<file path="config.mk">
export PLATFORM = sky130hd
export DESIGN_NAME = berger_mem_ctrl_flat
export DESIGN_NICKNAME = d
export VERILOG_FILES = /design/src/rtl/berger_pkg.sv /design/src/rtl/berger_mem_ctrl_if.sv /design/src/rtl/berger_zero_calc.sv /design/src/rtl/berger_mem_ctrl.sv /design/src/flat_wrapper.sv
export SDC_FILE = /design/constraint.sdc
export NUM_CORES = 1
export LEC_CHECK = 0
export CORE_MARGIN = 2
export CORE_UTILIZATION = 49
export CTS_CLUSTER_DIAMETER = 120
export CTS_CLUSTER_SIZE = 40
export DETAILED_ROUTE_END_ITERATION = 8
export PLACE_DENSITY = 0.87
export SYNTH_ARGS = -nofsm -noshare
export SYNTH_HDL_FRONTEND = slang
export SYNTH_SLANG_ARGS = --single-unit
</file>
<file path="constraint.sdc">
create_clock -name clk -period 9.2 [get_ports clk]
set_clock_uncertainty 0.05 [all_clocks]
set_input_delay 1.84 -clock clk [delete_from_list [all_inputs] [get_ports clk]]
set_output_delay 1.84 -clock clk [all_outputs]
set_load 0.02 [all_outputs]
</file>
<file path="src/rtl/berger_pkg.sv">
// Shared widths and FSM state encoding for the Berger-coded memory controller.
package berger_pkg;

    localparam int DATA_W  = 8;
    localparam int CHECK_W = 4;
    localparam int CODE_W  = DATA_W + CHECK_W;

    typedef enum logic [1:0] {
        IDLE  = 2'd0,
        ISSUE = 2'd1,
        CHECK = 2'd2,
        RESP  = 2'd3
    } state_t;

endpackage

</file>
<file path="src/rtl/berger_mem_ctrl_if.sv">
// Host request/response channels and synchronous RAM port of the Berger memory controller.
interface berger_mem_ctrl_if #(
    parameter int ADDR_W = 4
);
    import berger_pkg::*;

    // Both host channels: a transfer happens on a rising edge where valid and ready are
    // both 1; once raised, valid and its payload hold until that edge.
    logic                req_valid;
    logic                req_ready;
    logic                req_we;
    logic [ADDR_W-1:0]   req_addr;
    logic [DATA_W-1:0]   req_wdata;

    logic                rsp_valid;
    logic                rsp_ready;
    logic [DATA_W-1:0]   rsp_data;
    logic                rsp_err;

    // RAM read data is valid the cycle after mem_en.
    logic                mem_en;
    logic                mem_we;
    logic [ADDR_W-1:0]   mem_addr;
    logic [CODE_W-1:0]   mem_wdata;
    logic [CODE_W-1:0]   mem_rdata;

    modport master (
        output req_valid, req_we, req_addr, req_wdata, rsp_ready, mem_rdata,
        input  req_ready, rsp_valid, rsp_data, rsp_err, mem_en, mem_we, mem_addr, mem_wdata
    );

    modport slave (
        input  req_valid, req_we, req_addr, req_wdata, rsp_ready, mem_rdata,
        output req_ready, rsp_valid, rsp_data, rsp_err, mem_en, mem_we, mem_addr, mem_wdata
    );

endinterface

</file>
<file path="src/rtl/berger_zero_calc.sv">
// Counts the zero bits of one data byte: the Berger check field for that byte.
module berger_zero_calc
    import berger_pkg::*;
(
    input  logic [DATA_W-1:0]  data,
    output logic [CHECK_W-1:0] zeros
);

    always_comb begin
        zeros = CHECK_W'(DATA_W);
        for (int i = 0; i < DATA_W; i++) begin
            zeros = zeros - CHECK_W'(data[i]);
        end
    end

endmodule

</file>
<file path="src/rtl/berger_mem_ctrl.sv">
// Berger-coded RAM controller: encodes host writes, checks every read, logs errors.
// Define BERGER_SCRUB_EN to add the background scrubber (timer, pointer, arbitration).
module berger_mem_ctrl
    import berger_pkg::*;
#(
    parameter int ADDR_W         = 4,
    parameter int SCRUB_INTERVAL = 255
) (
    input  logic                clk,
    input  logic                rst,
    berger_mem_ctrl_if.slave    bus,
    input  logic                err_clr,
    output logic                err_flag,
    output logic [7:0]          err_count,
    output logic [ADDR_W-1:0]   err_addr,
    output state_t              dbg_state
);

    state_t              state;
    logic                cur_we;
    logic                cur_scrub;
    logic                mem_en_q;
    logic                mem_we_q;
    logic [ADDR_W-1:0]   mem_addr_q;
    logic [CODE_W-1:0]   mem_wdata_q;
    logic                rsp_valid_q;
    logic [DATA_W-1:0]   rsp_data_q;
    logic                rsp_err_q;
    logic [CHECK_W-1:0]  enc_zeros;
    logic [CHECK_W-1:0]  chk_zeros;
    logic                chk_err;
    logic                host_fire;
    logic                scrub_grant;
    logic [ADDR_W-1:0]   scrub_addr;

    berger_zero_calc u_enc_zeros (
        .data  (bus.req_wdata),
        .zeros (enc_zeros)
    );

    berger_zero_calc u_chk_zeros (
        .data  (bus.mem_rdata[CODE_W-1:CHECK_W]),
        .zeros (chk_zeros)
    );

    // Field values 9..15 can never equal a real zero count, so they fail here too.
    assign chk_err       = (chk_zeros != bus.mem_rdata[CHECK_W-1:0]);
    assign bus.req_ready = (state == IDLE) && !scrub_grant;
    assign host_fire     = bus.req_valid && bus.req_ready;

`ifdef BERGER_SCRUB_EN
    localparam int TIMER_W = 16;

    logic [TIMER_W-1:0]  scrub_timer;
    logic [ADDR_W-1:0]   scrub_ptr;
    logic                scrub_pending;
    logic                host_served;
    logic                timer_wrap;

    assign timer_wrap  = (state == IDLE) && (scrub_timer == TIMER_W'(SCRUB_INTERVAL - 1));
    // A waiting host keeps the slot until one host transaction has gone through.
    assign scrub_grant = (state == IDLE) && scrub_pending && (!bus.req_valid || host_served);
    assign scrub_addr  = scrub_ptr;

    always_ff @(posedge clk) begin
        if (rst) begin
            scrub_timer   <= '0;
            scrub_ptr     <= '0;
            scrub_pending <= 1'b0;
            host_served   <= 1'b0;
        end else begin
            if (state == IDLE) begin
                scrub_timer <= timer_wrap ? '0 : scrub_timer + TIMER_W'(1);
            end
            if (scrub_grant) begin
                scrub_pending <= 1'b0;
                host_served   <= 1'b0;
                scrub_ptr     <= scrub_ptr + ADDR_W'(1);
            end else if (host_fire && (scrub_pending || timer_wrap)) begin
                host_served <= 1'b1;
            end
            if (timer_wrap) begin
                scrub_pending <= 1'b1;
            end
        end
    end
`else
    assign scrub_grant = 1'b0;
    assign scrub_addr  = '0;
`endif

    always_ff @(posedge clk) begin
        if (rst) begin
            state       <= IDLE;
            cur_we      <= 1'b0;
            cur_scrub   <= 1'b0;
            mem_en_q    <= 1'b0;
            mem_we_q    <= 1'b0;
            mem_addr_q  <= '0;
            mem_wdata_q <= '0;
            rsp_valid_q <= 1'b0;
            rsp_data_q  <= '0;
            rsp_err_q   <= 1'b0;
        end else begin
            unique case (state)
                IDLE: begin
                    if (scrub_grant) begin
                        state      <= ISSUE;
                        mem_en_q   <= 1'b1;
                        mem_we_q   <= 1'b0;
                        mem_addr_q <= scrub_addr;
                        cur_we     <= 1'b0;
                        cur_scrub  <= 1'b1;
                    end else if (host_fire) begin
                        state       <= ISSUE;
                        mem_en_q    <= 1'b1;
                        mem_we_q    <= bus.req_we;
                        mem_addr_q  <= bus.req_addr;
                        mem_wdata_q <= bus.req_we ? {bus.req_wdata, enc_zeros} : '0;
                        cur_we      <= bus.req_we;
                        cur_scrub   <= 1'b0;
                    end
                end
                ISSUE: begin
                    mem_en_q <= 1'b0;
                    mem_we_q <= 1'b0;
                    state    <= cur_we ? IDLE : CHECK;
                end
                CHECK: begin
                    if (cur_scrub) begin
                        state <= IDLE;
                    end else begin
                        state       <= RESP;
                        rsp_valid_q <= 1'b1;
                        rsp_data_q  <= bus.mem_rdata[CODE_W-1:CHECK_W];
                        rsp_err_q   <= chk_err;
                    end
                end
                RESP: begin
                    if (bus.rsp_ready) begin
                        rsp_valid_q <= 1'b0;
                        state       <= IDLE;
                    end
                end
                default: state <= IDLE;
            endcase
        end
    end

    // mem_addr_q still holds the checked address during CHECK.
    always_ff @(posedge clk) begin
        if (rst) begin
            err_flag  <= 1'b0;
            err_count <= '0;
            err_addr  <= '0;
        end else if ((state == CHECK) && chk_err) begin
            err_flag  <= 1'b1;
            err_count <= err_clr ? 8'd1 : ((err_count == 8'hFF) ? 8'hFF : err_count + 8'd1);
            err_addr  <= mem_addr_q;
        end else if (err_clr) begin
            err_flag  <= 1'b0;
            err_count <= '0;
            err_addr  <= '0;
        end
    end

    assign bus.mem_en    = mem_en_q;
    assign bus.mem_we    = mem_we_q;
    assign bus.mem_addr  = mem_addr_q;
    assign bus.mem_wdata = mem_wdata_q;
    assign bus.rsp_valid = rsp_valid_q;
    assign bus.rsp_data  = rsp_data_q;
    assign bus.rsp_err   = rsp_err_q;
    assign dbg_state     = state;

endmodule

</file>
<file path="src/flat_wrapper.sv">
// flat-port wrapper written by rule: the top's interface ports become plain ports
module berger_mem_ctrl_flat import berger_pkg::*;
#(
    parameter int ADDR_W         = 4,
    parameter int SCRUB_INTERVAL = 255
)
  (clk, rst, err_clr, err_flag, err_count, err_addr, dbg_state, bus_req_valid, bus_req_we, bus_req_addr, bus_req_wdata, bus_rsp_ready, bus_mem_rdata, bus_req_ready, bus_rsp_valid, bus_rsp_data, bus_rsp_err, bus_mem_en, bus_mem_we, bus_mem_addr, bus_mem_wdata);
  berger_mem_ctrl_if #(.ADDR_W(ADDR_W)) bus_i ();
  input  logic clk;
  input  logic rst;
  input  logic err_clr;
  output logic err_flag;
  output logic [7:0] err_count;
  output logic [ADDR_W-1:0] err_addr;
  output state_t dbg_state;
  input wire logic [$bits(bus_i.req_valid)-1:0] bus_req_valid;
  input wire logic [$bits(bus_i.req_we)-1:0] bus_req_we;
  input wire logic [$bits(bus_i.req_addr)-1:0] bus_req_addr;
  input wire logic [$bits(bus_i.req_wdata)-1:0] bus_req_wdata;
  input wire logic [$bits(bus_i.rsp_ready)-1:0] bus_rsp_ready;
  input wire logic [$bits(bus_i.mem_rdata)-1:0] bus_mem_rdata;
  output wire logic [$bits(bus_i.req_ready)-1:0] bus_req_ready;
  output wire logic [$bits(bus_i.rsp_valid)-1:0] bus_rsp_valid;
  output wire logic [$bits(bus_i.rsp_data)-1:0] bus_rsp_data;
  output wire logic [$bits(bus_i.rsp_err)-1:0] bus_rsp_err;
  output wire logic [$bits(bus_i.mem_en)-1:0] bus_mem_en;
  output wire logic [$bits(bus_i.mem_we)-1:0] bus_mem_we;
  output wire logic [$bits(bus_i.mem_addr)-1:0] bus_mem_addr;
  output wire logic [$bits(bus_i.mem_wdata)-1:0] bus_mem_wdata;
  assign bus_i.req_valid = bus_req_valid;
  assign bus_i.req_we = bus_req_we;
  assign bus_i.req_addr = bus_req_addr;
  assign bus_i.req_wdata = bus_req_wdata;
  assign bus_i.rsp_ready = bus_rsp_ready;
  assign bus_i.mem_rdata = bus_mem_rdata;
  assign bus_req_ready = bus_i.req_ready;
  assign bus_rsp_valid = bus_i.rsp_valid;
  assign bus_rsp_data = bus_i.rsp_data;
  assign bus_rsp_err = bus_i.rsp_err;
  assign bus_mem_en = bus_i.mem_en;
  assign bus_mem_we = bus_i.mem_we;
  assign bus_mem_addr = bus_i.mem_addr;
  assign bus_mem_wdata = bus_i.mem_wdata;
  berger_mem_ctrl #(.ADDR_W(ADDR_W), .SCRUB_INTERVAL(SCRUB_INTERVAL)) u_core (.clk(clk), .rst(rst), .bus(bus_i), .err_clr(err_clr), .err_flag(err_flag), .err_count(err_count), .err_addr(err_addr), .dbg_state(dbg_state));
endmodule
</file>
---- Word level (Yosys, flattened, before mapping) ----
Cells that the tools add are included.
storage, ports and cells
  word-level logic and storage cells ...... 65
  flip-flop bits (word level) ............. 44
  input port bits ......................... 30
  output and inout port bits .............. 44
cells by class
  eq/ne operators ......................... 7
  reduce and logical (&&, ||, !) cells .... 10
  multiplexer cells ....................... 19
  add/subtract/negate cells ............... 17
operators with widths
  operator                                                           count
  4-bit by 1-bit subtractor with 4-bit output                        14
  8-bit 2-to-1 mux                                                   4
  12-bit 2-to-1 mux                                                  1
  8-bit by 1-bit adder with 8-bit output, second input constant      1
  8-bit == test, second input constant                               1
  4-bit 2-to-1 mux                                                   2
  2-bit one-hot mux with 4 select lines                              1
  2-bit AND reduction                                                4
  4-bit by 1-bit subtractor with 4-bit output, first input constant  2
  2-bit 2-to-1 mux                                                   3
  1-bit one-hot mux with 2 select lines                              3
  2-bit nonzero test                                                 3
  1-bit 2-to-1 mux                                                   5
  2-bit == test, second input constant                               2
  2-bit inequality test, second input constant                       2
  4-bit inequality test                                              1
  2-bit by 1-bit == test with 1-bit output, second input constant    1
  1-bit logical AND                                                  2
  2-bit logical NOT                                                  1

---- Logic depth before layout (Yosys ltp) ----
  depth after elaboration ................. 11
  gate-level depth with buffers ........... 13

---- Cells and area by module ----
A second synthesis with hierarchy kept.
second synthesis, totals
  cells, all modules ...................... 245
  area, all modules ....................... 2139.6 µm²
by module, submodules not included
  module            sequential area each (µm²)  cells an instance  area each (µm²)  instances
  berger_mem_ctrl   880.8                       215                1826.8           1
  berger_zero_calc  0.0                         15                 156.4            2

---- Least setup slack after synthesis ----
OpenSTA, ideal clock, no wires.
  kind .................................... input-to-reg
  start ................................... input bus_mem_rdata[4]
  end ..................................... register u_core.err_count[2]
  slack ................................... 4228 ps
  setup time .............................. 128 ps
  arrival time ............................ 4794 ps
  required time ........................... 9022 ps
  buffers on the path ..................... 1
  cell stages on the path ................. 13
  cells stage by stage .................... fa_1 -> inv_1 -> ha_1 -> fa_1 -> inv_1 -> fa_1 -> inv_1 -> ha_1 -> xor2_1 -> o41a_1 -> buf_6 -> a21oi_2 -> nor3_1
on the way
  cells in the longest elaborated chain, start to end .. 11
ends and longest elaborated chain
  item                                                          line                    source
  start, declared                                               flat_wrapper.sv:21      input wire logic [$bits(bus_i.mem_rdata)-1:0] bus_mem_rdata;
  4-bit by 1-bit subtractor with 4-bit output (*) (8 in a row)  berger_zero_calc.sv:12  zeros = zeros - CHECK_W'(data[i]);
  4-bit inequality test (*)                                     berger_mem_ctrl.sv:47   assign chk_err = (chk_zeros != bus.mem_rdata[CHECK_W-1:0]);
  1-bit logical AND (*)                                         berger_mem_ctrl.sv:156  end else if ((state == CHECK) && chk_err) begin
  8-bit 2-to-1 mux or 2-bit nonzero test (tied branches)        n/a
  end signal, assigned                                          berger_mem_ctrl.sv:158  err_count <= err_clr ? 8'd1 : ((err_count == 8'hFF) ? 8'hFF : err_count + 8'd1);
  end, declared                                                 berger_mem_ctrl.sv:14   output logic [7:0] err_count,
Every way passes the cells marked *; elsewhere a longest branch is shown, timed or not.
A chain may end at the register's enable or synchronous reset.

---- Worst setup path after layout ----
  start ................................... input bus_mem_rdata[7]
  end ..................................... register u_core.err_count[5]
on the way
  cells in the longest elaborated chain, start to end .. 8
ends and longest elaborated chain
  item                                                          line
  4-bit by 1-bit subtractor with 4-bit output (*) (5 in a row)  berger_zero_calc.sv:12
  4-bit inequality test (*)                                     berger_mem_ctrl.sv:47
  1-bit logical AND (*)                                         berger_mem_ctrl.sv:156
  8-bit 2-to-1 mux or 2-bit nonzero test (tied branches)        n/a
Marked as above.

==> impl_metrics.toml <==
[finish]
stdcell_area_um2 = 2990
num_antenna_cells = 0
n_fill_cell = 380
area_growth_pct = 37.4
final_layout_size_suffix_gt1_frac = 0.0429
fin_nets = 373

[place]
dp_hpwl_um = 3590
place_area_um2 = 2890
port_buffers = 73
place_congestion = 0.894

[clock_network]
clk_pin_slew_ns = 0.08
clk_path_buf_depth = 2
cts_root_buf = "clkbuf_8"
cts.sinks = 44
clk_latency_ns = 0.29
postCtsHoldBufs = 0
postCtsSetupBuffers = 0
tritoncts = "yes"
h-tree-depth = 2
numCtsBuffers = 5
ctsResizeCount = 0

[routing]
firstDrtPassIters = 4
avgRoutedWirePerCell_um = 13.1
first_iter_violations = 105
vias = 1930
avgViaCountPerCell = 5.11
drc = 0
ant_nets = 0
wirelength_um = 4970

[yosys]
synthCells = 259
synth.ff_latch_count = 44
synthArstFlopShare = 0
synthTopCellsByCount = "nand2_1, dfxtp_1, a21oi_1"
syn_nets = 306
synth_top_cell_area_share = 0.405
ys.flop_type = "dfxtp_1"
synth-edff-count = 0
synth_area_um2 = 2180
synth-seq-area-share = 0.405
ys_types = 34
yosysTopAreaCell = "dfxtp_1"
syn_avg_cell_area_um2 = 8.40
yosys_warnings = 0
yosysMostFrequentCell = "nand2_1"
netlist_top_cells_area = "dfxtp_1, nand2_1, a21oi_1"

[sta]
fin_setup_tns_ns = 0
finalCritPeriodShare = 0.600
final_hold_viol_count = 0
drv_slew = 0
setup_viol = 0
fin_crit_ns = 5.52
fmax_mhz = 181
worst_pin_slew_ns = 1.10
max_slew_margin = 0.266
rsz0062_at_grt = "false"

[pwr]
p_int_uw = 322
p_total_uw = 457
clockPowerShare = 0.283
irDropWorstVdd_mv = 0.0901
p_leak_uw = 0.00111
combPwrFrac = 0.264
sw_frac_of_total = 0.296
seqPwrFrac = 0.453
power.density_nw_per_um2 = 153
p_switching_uw = 136

[run]
max_cap_violations = 0

[floorplanning]
die_y_um = 70.6
fp-row-count = 24
io_pins = 74
die_w_um = 70.6
initial_core_util = 0.503
dieArea_um2 = 4990
coreArea_um2 = 4320

[critical_path]
rr_endpoint = "u_core.err_count[5]"
path_max_fanout = 12
critPathSlowestCell = "o41ai_4"
crit_start = "bus_mem_rdata[7]"
cp.required_ns = 9.37
cp-start-kind = "input pin"
crit_path_cell_trace = "clkdlybuf4s50_1 -> inv_1 -> fa_1 -> ha_1 -> fa_1 -> inv_1 -> fa_1 -> inv_1 -> ha_1 -> xor2_1 -> o41ai_4 -> nor2_1 -> a221oi_2"
critPathMaxStageDelay_ns = 0.69
reg2regPathDepth = 4
cp.arrival_ns = 5.68
r2r_slack_ns = 7.12
setup.worst_path.end = "u_core.err_count[5]"
worst-setup-path-type = "input pin to register"
cp-end-kind = "register"

[grt]
grt_pass1_wl_um = 8020
grt-ovfl-total = 0
grt_pass1_vias = 1838
track_usage = 0.201
grt_max_degree = 39
antenna_found_initial = 0

[hold_path]
hold_path.startpoint = "u_core.bus.mem_wdata[5]"
min_path_type = "register to register"
timing.hold.worst_path_depth = 2

[outcome]
outcome = "finished, final reports clean"
==> metal layers <==
| layer | track usage | part of all wire | vias to the layer above |
|---|---|---|---|
| met1 | 0.231 | 0.41 | 883 |
| li1 | - | - | 983 |
| met2 | 0.355 | 0.52 | 57 |
| met4 | 0.0776 | 0.012 | 0 |
| met3 | 0.0541 | 0.064 | 7 |
| met5 | 0 | 0 | - |
==> cells by family after synthesis <==
group	share of synthesized area
fa+ha+maj	0.125
buf+inv	0.0805
xor+xnor	0.0161
compound gates	0.137
simple gates	0.236
flops	0.405
==> flip-flops by register name, summed over array words and instances (netlist names), named ones only <==
signal,count
u_core.err_addr,4
u_core.bus.mem_wdata,12
u_core.bus.mem_addr,4
u_core.err_count,8
u_core.bus.rsp_valid,1
u_core.cur_we,1
u_core.bus.rsp_data,8
u_core.err_flag,1
u_core.dbg_state,1
u_core.bus.mem_we,1
u_core.bus.mem_en,1
u_core.bus.rsp_err,1
==> critical path, delay by kind of cell <==
kind / cells / cell delay (ns)
xor+xnor: 1 / 0.19
simple gates: 1 / 0.17
compound gates: 2 / 0.98
buf+inv: 4 / 0.64
fa+ha+maj: 5 / 1.85
==> power by group through the flow <==
stage | sequential (uW) | combinational (uW) | clock (uW)
floorplan | 222 | 66.2 | 0
global placement | 211 | 119 | 0
detailed placement | 212 | 122 | 0
CTS | 207 | 123 | 133
global route | 209 | 133 | 141
finish | 207 | 121 | 129
==> through the flow <==
stage	hold WS (ns)	utilization	std cells	setup slack, ns
floorplan	0.381	-	259	4.23
global placement	0.390	0.669	371	3.43
detailed placement	0.396	0.669	371	3.38
CTS	0.406	0.692	378	3.68
global route	0.420	0.692	378	3.42
finish	0.407	0.692	378	3.68
==> layout by cell type (no fill, tap or decap), types with 2 or more instances in the layout <==
cell type        instances
nand2_1                 51
fa_1                     8
ha_1                     9
a21oi_1                 37
clkdlybuf4s50_1         73
a211oi_1                 2
o21ai_0                  2
nor2_1                  11
clkbuf_8                 7
nor4_1                   3
nor3_1                   7
inv_1                   24
xor2_1                   3
and2b_1                  3
dfxtp_1                 44
nand2b_1                 4
nand3_1                 15
nand3b_1                 5
nor2b_1                  3
a21oi_2                  2
==> worst min path at each step <==
stage / slack (ns) / end
finish: 0.41 / u_core.bus.mem_wdata[5]
global route: 0.42 / u_core.bus.mem_wdata[4]
CTS: 0.41 / u_core.bus.mem_wdata[9]
detailed placement: 0.40 / u_core.bus.mem_wdata[9]
global placement: 0.39 / u_core.bus.mem_wdata[10]
floorplan: 0.38 / u_core.cur_we
==> cell type report <==
type / instances / area (um^2) / area share
sequential: 44 / 881 / 0.295
timing repair buffer: 74 / 738 / 0.247
multi-input combinational: 177 / 1120 / 0.374
tap: 52 / 65.1 / 0.0218
inverter: 24 / 90.1 / 0.0301
clock buffer: 7 / 96.3 / 0.0322
(Power assumes the default switching activity.)
==> edit 1: new RTL, config.mk and constraints unchanged <==
The package constant `CHECK_W` goes from 4 to 3.
--- a/src/rtl/berger_pkg.sv
+++ b/src/rtl/berger_pkg.sv
@@ -2,7 +2,7 @@
 package berger_pkg;
 
     localparam int DATA_W  = 8;
-    localparam int CHECK_W = 4;
+    localparam int CHECK_W = 3;
     localparam int CODE_W  = DATA_W + CHECK_W;
 
     typedef enum logic [1:0] {
Interface: changed (resized bus_mem_rdata and bus_mem_wdata); port bits go from 74 to 72. The function was not compared with the original's and may differ.
==> edit 1 against the unedited design <==
- sequential cell count is 1 lower
- count of clock-buffer cells in the layout is 1 lower
- first-iteration DRC count is 66% higher
- critical path depth is 1 higher
- cell area is 7.1% higher
- area after synthesis is 9.4% higher
- setup slack worse by 460 ps
- via count is 13% higher
- highest routed layer unchanged
- sequential share of layout area is 2.6 points lower
- wire length is 11% higher
Power is not compared: it rests on default switching activity, and its combinational part moved more than twofold at a synthesized area within 25%.
==> edit 1: results (changes against the unedited design) <==
Clock network
  • Clk slew on worst S/H paths: 90 ps
  • Count of buffers added by post-CTS timing repair for setup: 0 (unchanged)
  • Root buf cell: clkbuf_8
  • Count of instances resized after the clock tree is built: 0 (unchanged)
  • Number of buffers added by the clock tree synthesis step: 5 (unchanged)
  • Clk_lat worst skew: approximately 300 ps

Placed design
  • DP HPWL: 4.10 mm (+14%)
  • Placed Instance Area: 3090 um^2 (+6.6%)
  • Count of input and output buffers: 71 (-2.7%)
  • Final weighted congestion of routability-driven global placement: 0.857 (-4.1%)
  • Post-placement worst setup slack: 2920 ps (-461 ps)

Worst setup path
  • Biggest fanout along the worst timing path: 5 (-7)
  • Crit path from: bus_mem_rdata[6]
  • Setup slack, reg-to-reg: 7180 ps (+60 ps)
  • Reg2Reg Depth: 4 (unchanged)
  • Data arrival, critical path: 6120 ps (+440 ps)
  • Reg-to-reg critical path endpoint: u_core.err_count[4]
  • Critical path capture point: u_core.err_count[3]

GRT
  • Total Routing Usage GR: 0.213 (+0.0125)
  • Number of global-route vias before repair: 2104 (+14%)
  • Pin count of the biggest net entering global routing: 39 (unchanged)
  • First-pass GRT wire length: 9.03 mm (+12%)

Power
  • Share of total power in the clock network: 0.239
  • Power spent charging and discharging nets: ~240 uW
  • Total power draw: 632 uW
  • Leakage power figure: approximately 1.2 nW
  • Worst VDD drop: approximately 0.12 mV

Die
  • Core box area: 4690 um^2 (+8.5%)

Yosys
  • Cell variety after synth: 42 (+24%)
  • Synth Warn #: 0 (unchanged)
  • Largest cells by area after synthesis: dfxtp_1 36%, fa_1 10%, a21oi_1 8.0%
  • Synthesis-stage register bit count: 43 (-2.3%)
  • Synthesized netlist net count: 323 (+5.6%)
  • Gate Count Post-Synth: 275 (+6.2%)
  • Commonest cells post-synth: 43 x dfxtp_1, 42 x nand2_1, 38 x a21oi_1, 30 x inv_1
  • Sequential area share after synthesis: 0.362 (-0.0431)

Timing
  • Remaining max-slew budget at the tightest pin: 0.332 (+0.0667)
  • Period Utilization, post-route: 0.650 (+0.0502)

Drt
  • Final wirelength: 5.54 mm (+11%)
  • Total number of vias: 2190 (+13%)
  • Number of nets with antenna violations after routing: 0 (unchanged)
  • DRC marker count from the first detailed-route iteration: 174 (+66%)
  • Vias per std cell: 5.57 (+9.1%)

Layout
  • Fill cell instance count of the final layout: 395 (+3.9%)
  • Cell area after layout: 3200 um^2 (+7.1%)
  • Share of post-route cells with drive strength above 1: 0.0501 (+0.00720)
  • Antenna Diode Count: 0 (unchanged)
  • Number of nets in the layout: 386 (+3.5%)
  • Number of flip-flops in the largest register: 11 (-1)

Status
  • Run status: complete, no violations

Min path
  • Worst hold path type: reg2reg
  • Hold Path Stages: 2 (unchanged)
  • Startpoint of the worst hold path: u_core.bus.mem_wdata[0]
## edit 1: cell count changes after synthesis, sizes merged, moves of 4 or more
cell     unedited run  this run
and3                0         4
inv                24        30
o211ai              0         5
nor3                7         1
a211oi              2         7
o2111ai             0         8
fa                  8        12
nand2              51        42
## edit 1: worst max-delay path, stage by stage
cell and delay [ps]:
clkdlybuf4s50_1 490, inv_1 60, fa_1 500, fa_1 490, inv_1 50, fa_1 420, fa_1 580, inv_1 50
ha_1 280, ha_1 320, xor2_1 180, nor2_1 410, a21oi_1 160, mux2_2 300
## edit 1: area by class of cell
class                      count  area share
clock inverter                 2      0.0109
sequential                    43       0.269
inverter                      30      0.0352
multi-input combinational    185       0.412
tap                           54      0.0211
timing repair buffer          73       0.227
clock buffer                   6      0.0258
## edit 1: routing by layer
layer | wire, um | GRT usage
met5 | 0 | 0
met4 | 64 | 0.0768
met3 | 469 | 0.0617
met2 | 2660 | 0.358
met1 | 2340 | 0.258
## edit 1: how the worst min path moves through the flow
stage | slack, ps | endpoint
CTS | 400 | u_core.bus.mem_wdata[0]
global route | 430 | u_core.bus.mem_wdata[0]
floorplan | 390 | u_core.cur_we
global placement | 390 | u_core.bus.mem_wdata[1]
finish | 400 | u_core.bus.mem_wdata[0]
detailed placement | 390 | u_core.bus.mem_wdata[0]
## edit 1: logic make-up (layout without fill, tap and decap cells)
logic type                 Yosys count  in the layout  synth area share
AOI/OAI and AO/OA                   69             69             0.192
buffers and inverters               47            111            0.0841
adders and majority gates           19             19             0.138
xor gates and xnor gates             9              9            0.0457
and+or+nand+nor                     87             87             0.174
muxes                                1              1           0.00473
DFF                                 43             43             0.362
==> edit 2: new RTL, same settings <==
Without the edit above. Put one more register stage on the output `dbg_state`, without a reset. The value now appears one clock later. The other outputs are not delayed to match.
--- a/src/rtl/berger_mem_ctrl.sv
+++ b/src/rtl/berger_mem_ctrl.sv
@@ -171,7 +171,9 @@
     assign bus.rsp_valid = rsp_valid_q;
     assign bus.rsp_data  = rsp_data_q;
     assign bus.rsp_err   = rsp_err_q;
-    assign dbg_state     = state;
+    always_ff @(posedge clk) begin
+        dbg_state <= state;
+    end
 
 endmodule
 
Formal check against the unedited RTL: not equivalent (a bounded check fails within 4 cycles, from zero or initial values and one cycle with rst high).
==> edit 2 against the unedited design <==
- area after synthesis increased by 1.7%
- die area increased by 1.6%
- sequential share of layout area increased by 1.1 points
- wire length increased by 3.5%
- power increased by 1.3%
- utilization about the same
- maximum frequency increased by 0.43%
- count of clock-buffer cells in the layout unchanged
- register-to-register slack got worse by 30 ps
- sequential cell count increased by 2
- first-iteration DRC count decreased by 12%
- cell area increased by 0.71%
- setup slack improved by 24 ps
==> edit 2: results (changes against the unedited design) <==
Layout
  • Share of post-route cells with drive strength above 1: 0.0428 (-0.000131)
  • Antenna Diode Count: 0 (unchanged)
  • Count of multi-input combinational gates: 174 (-1.7%)
  • Non-clock buffers: 74 (unchanged)
  • Area of the multi-input gates: 1100 um^2 (-1.6%)
  • Cell Count, Final, Fillers Out: 379 (+0.26%)
  • Number of flip-flops and latches: 46 (+4.5%)
  • Number of nets in the layout: 373 (unchanged)
  • Layout inverter count without the clock tree: 25 (+4.2%)
  • Buffer share of cell area: 0.245 (-0.00174)
  • Fill cell instance count of the final layout: 354 (-6.8%)
  • Sequential cell area: 921 um^2 (+4.5%)

Drt
  • Final wirelength: 5.14 mm (+3.5%)
  • Total number of vias: 1944 (+0.73%)
  • DRC marker count from the first detailed-route iteration: 92 (-12%)

Power
  • Leakage power figure: 1.16 nW (+4.4%)
  • Total power draw: 463 uW (+1.3%)
  • Worst VDD drop: 0.114 mV (+26%)
  • Power spent charging and discharging nets: 139 uW (+2.6%)
  • Sequential share of power: 0.467 (+0.014)
  • Combinational power share: 0.257 (-0.007)

Min path
  • Hold Path Stages: 2 (unchanged)
  • End point of the most critical hold path: u_core.cur_we
  • Startpoint of the worst hold path: u_core.cur_we

Worst setup path
  • Reg-to-reg critical path endpoint: u_core.bus.mem_wdata[11]
  • Data arrival, critical path: 5640 ps (-40 ps)
  • Biggest fanout along the worst timing path: 18 (+6)
  • Largest stage delay, worst path: 720 ps (+30 ps)
  • Setup slack, reg-to-reg: 7090 ps (-30 ps)

GRT
  • Number of global-route vias before repair: 1978 (+7.6%)
  • Total Routing Usage GR: 0.216 (+0.0158)
  • First-pass GRT wire length: 8.74 mm (+8.9%)
  • Pin count of the biggest net entering global routing: 39 (unchanged)

Clock network
  • Clk slew on worst S/H paths: 80 ps (about the same)
  • Root buf cell: clkbuf_8
  • Deepest clock path buffer count: 2 (unchanged)

Placed design
  • Final weighted congestion of routability-driven global placement: 0.771 (-14%)
  • Placed Instance Area: 2920 um^2 (+0.91%)
  • Post-placement worst setup slack: 3380 ps (-3.07 ps)

Yosys
  • Adder and majority gate portion of the synthesized area: 0.123 (-0.00206)
  • Gate Count Post-Synth: 257 (-0.77%)
  • Synth Area in Compound Gates: 0.146 (+0.00849)
  • Sequential area share after synthesis: 0.416 (+0.0115)
  • Synthesized netlist net count: 304 (-0.65%)
  • Parity-gate share of the synthesized area counting xor and xnor cells: 0.0158 (-0.000264)
  • Commonest cells post-synth: 50 x nand2_1, 46 x dfxtp_1, 37 x a21oi_1, 25 x inv_1, 16 x nand3_1
  • Largest cells by area after synthesis: dfxtp_1 42%, nand2_1 8.5%, a21oi_1 8.4%

Die
  • Die area: 5070 um^2 (+1.6%)

Timing
  • Final hold slack: 405 ps (-2.30 ps)
  • Remaining max-slew budget at the tightest pin: 0.219 (-0.0462)

Status
  • Run status: complete, no violations
[edit 2: cell types whose count changed after synthesis, moves of 3 or more]
cell      before  now
clkbuf_8       0    3
o21ai_0        2    5
nor3_1         7    4
clkbuf_1       7    3
nor4_1         3    0
[edit 2: worst max-delay path by stage]
stage,startpoint,to,slack [ps],cells past startpoint
final,bus_mem_rdata[4],u_core.err_count[7],3710,13
after global routing,bus_mem_rdata[7],u_core.err_count[0],3430,13
after CTS,bus_mem_rdata[4],u_core.err_count[7],3680,13
after detailed placement,bus_mem_rdata[4],u_core.err_count[7],3380,13
after global placement,bus_mem_rdata[4],u_core.err_count[5],3470,13
after floorplan,bus_mem_rdata[4],u_core.err_count[5],4200,12
[edit 2: routing by layer]
metal  global-route usage  vias up  routed length, um
li1                     -      981                  -
met1                0.247      894               2130
met2                0.379       62               2540
met3               0.0741        7                411
met4               0.0692        0                 59
met5                    0        -                  0
